--- config.mk ---
export PLATFORM = sky130hd
export DESIGN_NAME = rob_commit
export DESIGN_NICKNAME = d
export VERILOG_FILES = /design/src/rtl/rob_commit_pkg.sv /design/src/rtl/rob_commit.sv
export SDC_FILE = /design/constraint.sdc
export NUM_CORES = 1
export LEC_CHECK = 0
export CELL_PAD_IN_SITES_DETAIL_PLACEMENT = 0
export CELL_PAD_IN_SITES_GLOBAL_PLACEMENT = 1
export CORE_AREA = 2 2 177 179
export CTS_CLUSTER_DIAMETER = 40
export CTS_CLUSTER_SIZE = 12
export DETAILED_ROUTE_END_ITERATION = 12
export DIE_AREA = 0 0 179 181
export PLACE_DENSITY_LB_ADDON = 0.1
export SETUP_SLACK_MARGIN = 0.3
export SLEW_MARGIN = 10
export SYNTH_ARGS = -nofsm -noshare
export SYNTH_HDL_FRONTEND = slang
export SYNTH_SLANG_ARGS = --single-unit
--- constraint.sdc ---
create_clock -name clk -period 3.1 [get_ports clk]
set_clock_uncertainty 0.05 [all_clocks]
set_input_delay 0.465 -clock clk [delete_from_list [all_inputs] [get_ports clk]]
set_output_delay 0.465 -clock clk [all_outputs]
set_load 0.05 [all_outputs]
--- src/rtl/rob_commit_pkg.sv ---
// Shared CPU parameters and the reorder-buffer entry record used by the
// commit logic.
package rob_commit_pkg;

  localparam int unsigned ROB_DEPTH  = 16;
  localparam int unsigned PREG_WIDTH = 6;
  localparam int unsigned AREG_W     = 5;

  // Payload of one ROB entry in the default configuration.
  typedef struct packed {
    logic                  has_dest;
    logic [AREG_W-1:0]     dr;
    logic [PREG_WIDTH-1:0] pdr;
    logic [PREG_WIDTH-1:0] old_pdr;
  } rob_entry_t;

endpackage

--- src/rtl/rob_commit.sv ---
// In-order commit reorder buffer: allocates at the tail, marks completions,
// retires one done entry per cycle from the head and frees old mappings.
module rob_commit
  import rob_commit_pkg::*;
#(
  parameter int unsigned DEPTH  = ROB_DEPTH,
  parameter int unsigned PREG_W = PREG_WIDTH,
  localparam int unsigned IDX_W = $clog2(DEPTH),
  localparam int unsigned PTR_W = IDX_W + 1
) (
  input  logic              clk,
  input  logic              rst,
  input  logic              alloc_valid,
  output logic              alloc_ready,
  input  logic              alloc_has_dest,
  input  logic [AREG_W-1:0] alloc_dr,
  input  logic [PREG_W-1:0] alloc_pdr,
  input  logic [PREG_W-1:0] alloc_old_pdr,
  output logic [IDX_W-1:0]  alloc_rob_num,
  input  logic              cmpl_valid,
  input  logic [IDX_W-1:0]  cmpl_rob_num,
  output logic              retire_valid,
  output logic [AREG_W-1:0] retire_dr,
  output logic [PREG_W-1:0] retire_pdr,
  output logic              free_valid,
  output logic [PREG_W-1:0] free_preg,
  output logic [PTR_W-1:0]  count,
  output logic              cmpl_err
);

  logic [PTR_W-1:0]  head_q, head_d;
  logic [PTR_W-1:0]  tail_q, tail_d;
  logic [PTR_W-1:0]  count_q, count_d;
  logic [DEPTH-1:0]  valid_q, valid_d;
  logic [DEPTH-1:0]  done_q, done_d;
  logic              cmpl_err_q, cmpl_err_d;

  logic              has_dest_q [DEPTH];
  logic [AREG_W-1:0] dr_q       [DEPTH];
  logic [PREG_W-1:0] pdr_q      [DEPTH];
  logic [PREG_W-1:0] old_pdr_q  [DEPTH];

  logic              retire_valid_q, retire_valid_d;
  logic [AREG_W-1:0] retire_dr_q, retire_dr_d;
  logic [PREG_W-1:0] retire_pdr_q, retire_pdr_d;
  logic              free_valid_q, free_valid_d;
  logic [PREG_W-1:0] free_preg_q, free_preg_d;

  logic [IDX_W-1:0]  head_idx;
  logic [IDX_W-1:0]  tail_idx;
  logic              alloc_fire;
  logic              commit_fire;

  assign head_idx    = head_q[IDX_W-1:0];
  assign tail_idx    = tail_q[IDX_W-1:0];
  // Readiness looks only at registered occupancy, so a same-cycle commit
  // never opens a slot for a full buffer.
  assign alloc_ready = (count_q < PTR_W'(DEPTH));
  assign alloc_fire  = alloc_valid && alloc_ready;
  assign commit_fire = valid_q[head_idx] && done_q[head_idx];

  always_comb begin
    head_d     = head_q;
    tail_d     = tail_q;
    count_d    = count_q;
    valid_d    = valid_q;
    done_d     = done_q;
    cmpl_err_d = cmpl_err_q;

    if (cmpl_valid) begin
      if (valid_q[cmpl_rob_num]) begin
        done_d[cmpl_rob_num] = 1'b1;
      end else begin
        cmpl_err_d = 1'b1;
      end
    end

    if (commit_fire) begin
      valid_d[head_idx] = 1'b0;
      head_d            = head_q + PTR_W'(1);
    end

    if (alloc_fire) begin
      valid_d[tail_idx] = 1'b1;
      done_d[tail_idx]  = 1'b0;
      tail_d            = tail_q + PTR_W'(1);
    end

    case ({alloc_fire, commit_fire})
      2'b10:   count_d = count_q + PTR_W'(1);
      2'b01:   count_d = count_q - PTR_W'(1);
      default: count_d = count_q;
    endcase
  end

  always_comb begin
    retire_valid_d = commit_fire;
    retire_dr_d    = retire_dr_q;
    retire_pdr_d   = retire_pdr_q;
    free_valid_d   = 1'b0;
    free_preg_d    = '0;
    if (commit_fire) begin
      retire_dr_d  = dr_q[head_idx];
      retire_pdr_d = pdr_q[head_idx];
      // Physical register 0 is never handed back to the free list.
      if (has_dest_q[head_idx] && (old_pdr_q[head_idx] != '0)) begin
        free_valid_d = 1'b1;
        free_preg_d  = old_pdr_q[head_idx];
      end
    end
  end

  always_ff @(posedge clk) begin
    if (rst) begin
      head_q         <= '0;
      tail_q         <= '0;
      count_q        <= '0;
      valid_q        <= '0;
      done_q         <= '0;
      cmpl_err_q     <= 1'b0;
      retire_valid_q <= 1'b0;
      retire_dr_q    <= '0;
      retire_pdr_q   <= '0;
      free_valid_q   <= 1'b0;
      free_preg_q    <= '0;
    end else begin
      head_q         <= head_d;
      tail_q         <= tail_d;
      count_q        <= count_d;
      valid_q        <= valid_d;
      done_q         <= done_d;
      cmpl_err_q     <= cmpl_err_d;
      retire_valid_q <= retire_valid_d;
      retire_dr_q    <= retire_dr_d;
      retire_pdr_q   <= retire_pdr_d;
      free_valid_q   <= free_valid_d;
      free_preg_q    <= free_preg_d;
    end
  end

  // Payload needs no reset: it is only read behind a set valid bit.
  always_ff @(posedge clk) begin
    if (!rst && alloc_fire) begin
      has_dest_q[tail_idx] <= alloc_has_dest;
      dr_q[tail_idx]       <= alloc_dr;
      pdr_q[tail_idx]      <= alloc_pdr;
      old_pdr_q[tail_idx]  <= alloc_old_pdr;
    end
  end

  assign alloc_rob_num = tail_idx;
  assign count         = count_q;
  assign cmpl_err      = cmpl_err_q;
  assign retire_valid  = retire_valid_q;
  assign retire_dr     = retire_dr_q;
  assign retire_pdr    = retire_pdr_q;
  assign free_valid    = free_valid_q;
  assign free_preg     = free_preg_q;

endmodule

== After elaboration in Yosys (flattened, before gate mapping) ==
Memory sizes are Yosys's and may differ from the RTL's. A register that Yosys moved wholly into a read port is not among the register bits.
Index checks and enable logic that the tools add are counted.

* Bits in registers: 56
* Bits in latches: 0
* Memory bits (writable): 288
* Memory bits (read-only): 0
* Input port bits: 26
* Output and inout bits: 30
* Word-level logic and storage cells: 73
* Memories: 4

* Add/sub/neg operators: 4
* Multiply operators: 0
* Div/mod/pow operators: 0
* $lt $le $gt $ge: 7
* Equal/unequal tests: 2
* Shifts and indexed selects: 0
* Multiplexer cells: 25
* Bitwise gates (word level): 9
* Reductions and logical operators: 13

{| class="wikitable"
|+ Memories
! memory !! words !! bits a word !! read ports !! clocked after Yosys merged registers in !! write ports !! line !! text
|-
| old_pdr_q || 16 || 6 || 1 || 1 || 1 || rob_commit.sv:41 || <nowiki>logic [PREG_W-1:0] old_pdr_q [DEPTH];</nowiki>
|-
| pdr_q || 16 || 6 || 1 || 1 || 1 || rob_commit.sv:40 || <nowiki>logic [PREG_W-1:0] pdr_q [DEPTH];</nowiki>
|-
| dr_q || 16 || 5 || 1 || 1 || 1 || rob_commit.sv:39 || <nowiki>logic [AREG_W-1:0] dr_q [DEPTH];</nowiki>
|-
| has_dest_q || 16 || 1 || 1 || 1 || 1 || rob_commit.sv:38 || <nowiki>logic has_dest_q [DEPTH];</nowiki>
|}

{| class="wikitable"
|+ Operators with widths
! kind !! count
|-
| $mux 16 || 5
|-
| $and 16x16->16 || 2
|-
| $not 16->16 || 2
|-
| $or 16x16->16 || 2
|-
| $mux 4 || 4
|-
| $add 5x1->5 const B || 3
|-
| $lt 4x5->1 const B || 3
|-
| $bmux 1 s4 || 3
|-
| $demux 1 s4 || 3
|-
| $ge 4x1->1 const B || 3
|-
| $pmux 5 s2 || 1
|-
| $mux 1 || 9
|-
| $logic_and 1x1->1 || 7
|-
| $reduce_bool 6->1 || 1
|-
| $lt 5x5->1 const B || 1
|-
| $sub 5x1->5 const B || 1
|-
| $not 1->1 || 3
|-
| $reduce_or 3->1 || 1
|-
| $eq 2x1->1 const B || 1
|-
| $eq 2x2->1 const B || 1
|-
| $reduce_and 2->1 || 1
|-
| $reduce_bool 2->1 || 1
|-
| $reduce_or 2->1 || 1
|-
| $logic_not 1->1 || 1
|}

== Longest topological paths before layout ==
* Depth after elaboration: 9
* Mapped depth: 15
* Mapped depth without buffers: 12

== Worst setup path after synthesis ==
No wires, ideal clock.

* Kind: reg2reg
* Start point: register head_q[1]
* End point: register count_q[4] (netlist: count[4])
* Library setup time: 0.121 ns
* Data arrival time: 3.238 ns
* Data required time: 2.929 ns
* Setup slack: -0.308 ns
* Cell stages (with the launch flop): 15
* Path buffers: 2
* Clock period less this slack: 3.408 ns
* Cell sequence: dfxtp_1 buf_4 mux4_2 mux2_2 a2bb2oi_4 nor2_2 buf_6 ha_1 xor2_1 ha_1 a21boi_0 o221ai_1 a21o_1 nand3b_1 mux2_2

* Word-level cells in the longest chain between the ends: 5
* Elaborated cells between the ends (all ways): 9
* Classes of those cells: eq/ne (2); mux (5); reduce/logical (2)

{| class="wikitable"
|+ RTL lines
! item !! line !! text
|-
| start, declared || rob_commit.sv:31 || <nowiki>logic [PTR_W-1:0] head_q, head_d;</nowiki>
|-
| start signal, assigned || rob_commit.sv:115 || <nowiki>head_q <= '0;</nowiki>
|-
| start signal, assigned || rob_commit.sv:127 || <nowiki>head_q <= head_d;</nowiki>
|-
| $bmux 1 s4 || rob_commit.sv:60 || <nowiki>assign commit_fire = valid_q[head_idx] && done_q[head_idx];</nowiki>
|-
| $mux 1 (not written as such) || rob_commit.sv:60 ||
|-
| $logic_and 1x1->1 (*) || rob_commit.sv:60 ||
|-
| via commit_fire || rob_commit.sv:52 || <nowiki>logic commit_fire;</nowiki>
|-
| $eq 2x1->1 or $eq 2x2->1 (tied branches) || rob_commit.sv:89 || <nowiki>case ({alloc_fire, commit_fire})</nowiki>
|-
| $pmux 5 s2 or $reduce_bool 2->1 (tied branches) || -- ||
|-
| end signal, assigned || rob_commit.sv:129 || <nowiki>count_q <= count_d;</nowiki>
|-
| end, declared || rob_commit.sv:33 || <nowiki>logic [PTR_W-1:0] count_q, count_d;</nowiki>
|}

Mark *: on every way through the listed nets, which the timed path passes. The rest lies on a longest branch. The select of a mux whose other input is x is not followed.
A chain may end at the register's enable or synchronous reset.

== Final worst setup path ==
* Start point: register head_q[1]
* End point: register count_q[4] (netlist: count[4])

* Word-level cells in the longest chain between the ends: 5
* Elaborated cells between the ends (all ways): 9
* Classes of those cells: eq/ne (2); mux (5); reduce/logical (2)

{| class="wikitable"
|+ RTL lines
! item !! line
|-
| $bmux 1 s4 || rob_commit.sv:60
|-
| $mux 1 (not written as such) || rob_commit.sv:60
|-
| $logic_and 1x1->1 (*) || rob_commit.sv:60
|-
| $eq 2x1->1 or $eq 2x2->1 (tied branches) || rob_commit.sv:89
|-
| $pmux 5 s2 or $reduce_bool 2->1 (tied branches) || --
|}

Every way passes the cells marked *; elsewhere a longest branch is shown, timed or not. The select of a mux whose other input is x is not followed.

==> flow_metrics.env <==
export IMPL_hold_violations=0
export IMPL_shortest_clock_period_the_worst_path_allows_after_layout_ps=3000
export IMPL_dr_pass1_iters=5
export IMPL_worstReg2RegStart="head_q[1]$_SDFFE_PP0N_"
export IMPL_synth_top_cells_by_area="edfxtp_1 (60%), dfxtp_1 (9.6%), mux4_2 (9.0%)"
export IMPL_post_placement_cell_area_sq_um=15700
export IMPL_worst_setup_path_type="flop to flop"
export IMPL_portBuffers=55
export IMPL_synth_largest_area_cell="edfxtp_1"
export IMPL_layout_cell_area_non_filler_sq_um=17400
export IMPL_die_area_sq_um=32400
export IMPL_largest_net_degree_at_the_start_of_global_routing=49
export IMPL_numClockSinks=357
export IMPL_timing_final_setup_violations=0
export IMPL_worst_slew_pin_slew_ps=696
export IMPL_worst_hold_path_endpoint="cmpl_err$_SDFFE_PP0P_"
export IMPL_drive_above_1_share=0.243
export IMPL_cts_reportedPaths_clkPinSlew_ps=50
export IMPL_boundaryPins=56
export IMPL_insertedDiodeCount=0
export IMPL_postSynthNetCount=840
export IMPL_clkLatencyLatePin_ps=550
export IMPL_cts_inserted_buffers=47
export IMPL_yosys_area_top_type_share=0.598
export IMPL_detail_route_vias_per_cell=5.82
export IMPL_holdCritStartpoint="cmpl_err$_SDFFE_PP0P_"
export IMPL_tritoncts="yes"
export IMPL_leakage_component_of_the_power_nw=5.58
export IMPL_globalRoute_totalOverflow=0
export IMPL_min_delay_path_class="flop to flop"
export IMPL_x_dimension_of_the_die_um=179
export IMPL_post_route_drc_count=0
export IMPL_critical_path_startpoint_type="flop"
export IMPL_report_final_slew_viol_count=0
export IMPL_worstRegToRegCells=12
export IMPL_number_of_flip_flops_and_latches_in_the_synthesized_netlist=357
export IMPL_path_cells="mux4_2 > mux2_4 > a2bb2oi_4 > nor2_4 > ha_4 > xor2_1 > ha_2 > o21a_1 > o221ai_2 > a21o_1 > nand3b_1 > mux2_4"
export IMPL_power_density_nw_per_um2=627
export IMPL_crit_path_end_kind="flop"
export IMPL_finalNetCount=950
export IMPL_cts_root_buffer_cell="clkbuf_16"
export IMPL_main_synth_ff_type="edfxtp_1"
export IMPL_timing_critical_path_buf_inv=0
export IMPL_outcome="finished clean"
export IMPL_synth_seq_area_share=0.694
export IMPL_route_antenna_remaining_nets=0
export IMPL_max_freq_ghz=0.333
export IMPL_timing_max_slew_rel_slack=0.536
export IMPL_netlist_instances=802
export IMPL_gp_weighted_congestion=0.816
export IMPL_timing_critical_path_mode_cell="mux2_4"
export IMPL_required_ps=3470
export IMPL_ys_warnings_count=0
export IMPL_grt_pass1_vias=8122
export IMPL_drt_iter0_markers=667
export IMPL_layout_core_utilization=0.572
export IMPL_yosysUniqueCellTypes=51
export IMPL_dieHeight_um=181
export IMPL_grt_antenna_before_repair=0
export IMPL_grt_total_usage=0.217
export IMPL_synth_area_sq_um=14500
export IMPL_starting_density=0.476
export IMPL_cts_hold_fix_buffers=0
export IMPL_h_tree_level_count=2
export IMPL_placement_rows=64
export IMPL_coreArea_sq_um=30300
export IMPL_cp_slowest_cell="mux4_2"
export IMPL_worst_r2r_endpoint="count[4]$_SDFFE_PP0P_"
export IMPL_max_stage_delay_ps=510
export IMPL_maxCapViolations=0
export IMPL_synthArstFlopShare=0
export IMPL_avgRoutedWirePerCell_um=25.3
export IMPL_area_growth_synth_to_final_pct=20.2
export IMPL_detailed_place_hpwl_um=19000
export IMPL_synth_edff_count=288
export IMPL_via_count=7826
export IMPL_post_route_clock_period_utilization=0.968
export IMPL_critical_path_max_fanout=6
export IMPL_finalWirelength_um=34000
export IMPL_rsz0062_at_grt="true"
export IMPL_peak_supply_drop_uv=496
export IMPL_crit_family="multiplexers"
export IMPL_buffers_from_clock_root_to_sink_at_most=3
export IMPL_hold_path_cell_count=2
export IMPL_timing_reg2reg_setup_slack_ps=100
export IMPL_worstPathArrival_ps=3370
export IMPL_grt_first_pass_wirelength_um=51100
export IMPL_syn_mean_instance_area_sq_um=18.0
synth_stat cells (3+ instances only):
master and n:
a22oi_1 5, buf_4 6, xor2_1 3, buf_6 13, nor2b_1 10, dfxtp_1 69
ha_1 12, nand2_1 30, xnor2_1 3, nand3_1 18, mux4_1 37, a311oi_1 5
dlygate4sd1_1 3, a21oi_1 68, a211oi_1 14, mux2i_1 8, o21ai_0 7, o21ai_1 8
edfxtp_1 288, nor2_1 56, mux4_2 58, mux2_2 7, and3_1 3, and2_1 6
inv_1 11, buf_2 7, clkbuf_1 11
logic make-up (layout without fill, tap and decap cells):
logic type	after synthesis	after routing	share of synthesized area
AO/OA/AOI/OAI	121	121	0.0505
XOR/XNOR	6	6	0.00364
adder cells (fa/ha/maj)	12	12	0.0104
buffers and inverters	55	201	0.0270
flip-flops	357	357	0.694
multiplexers	111	111	0.169
AND/OR/NAND/NOR	140	140	0.0452
layer usage:
metal  vias to the layer above  share of wire  track usage
met5                         -              0            0
met4                         0          0.026       0.0667
met3                        57          0.046       0.0337
met2                       203           0.50        0.362
met1                      4099           0.43        0.295
li1                       3467              -            -
cell type report:
class / instances / area, sq um
clock buffers: 53 / 1200
fillers: 2300 / 13000
inverters: 11 / 41.3
flip-flops and latches: 357 / 10000
multi-input cells: 390 / 4160
repair buffers: 105 / 1080
clock inverters: 32 / 364
well taps: 396 / 495
where the power goes:
part,internal (mW),leakage [nW],total [mW],switching [mW]
Combinational,0.109,1.68,0.312,0.202
Clock,3.30,0.751,5.35,2.05
Sequential,5.21,3.15,5.23,0.0204
state kept, by name (all words and copies together) (netlist names), named ones only:
register	count
dr_q	80
head_q	4
cmpl_err	1
has_dest_q	16
free_valid	1
done_q	16
count	5
retire_valid	1
valid_q	16
tail_q	4
old_pdr_q	96
pdr_q	96
retire_pdr	6
retire_dr	5
free_preg	6
per-stage QoR:
stage | TNS (ps) | hold slack [ps] | power (mW) | setup slack [ps] | instances
final | 0 | 422 | 10.9 | 98.8 | 1344
after global routing | -13.1 | 464 | 11.2 | -13.1 | 1344
after CTS | 0 | 433 | 11.0 | 112 | 1340
after detailed placement | 0 | 418 | 5.64 | 62.1 | 1253
after global placement | 0 | 411 | 5.63 | 95.9 | 1253
after floorplan | -69.9 | 438 | 5.48 | -69.9 | 802
worst max path at each step:
stage / from / end / slack (ps) / cells after the start
finish: head_q[1]$_SDFFE_PP0N_ / count[4]$_SDFFE_PP0P_ / 100 / 12
global route: head_q[1]$_SDFFE_PP0N_ / count[4]$_SDFFE_PP0P_ / -10 / 12
CTS: head_q[1]$_SDFFE_PP0N_ / count[4]$_SDFFE_PP0P_ / 110 / 12
detailed placement: head_q[0]$_SDFFE_PP0N_ / count[4]$_SDFFE_PP0P_ / 60 / 12
global placement: head_q[0]$_SDFFE_PP0N_ / count[4]$_SDFFE_PP0P_ / 100 / 12
floorplan: head_q[1]$_SDFFE_PP0N_ / count[4]$_SDFFE_PP0P_ / -70 / 14
worst min-delay path, delay by kind of cell (launching register included):
family             cells  cell delay (ps)
AOI/OAI and AO/OA      1               40
DFF                    1              320
and+or+nand+nor        1               70
what timing repair did:
item	in CTS	in global routing
gates resized for setup	18	4
pin swaps	2	5
gates cloned	0	0
setup endpoints to repair	10	3
setup buffers	2	4
placed cells by master (no fill, tap or decap), drive strengths merged, types with 18 or more instances in the layout:
cell type | netlist | final
a21oi | 68 | 68
mux4 | 95 | 95
nand2 | 30 | 30
dfxtp | 69 | 69
nor2 | 57 | 57
nand3 | 18 | 18
clkdlybuf4s50 | 0 | 54
clkbuf | 13 | 53
buf | 28 | 51
clkinv | 0 | 18
edfxtp | 288 | 288
(Power assumes the default switching activity.)
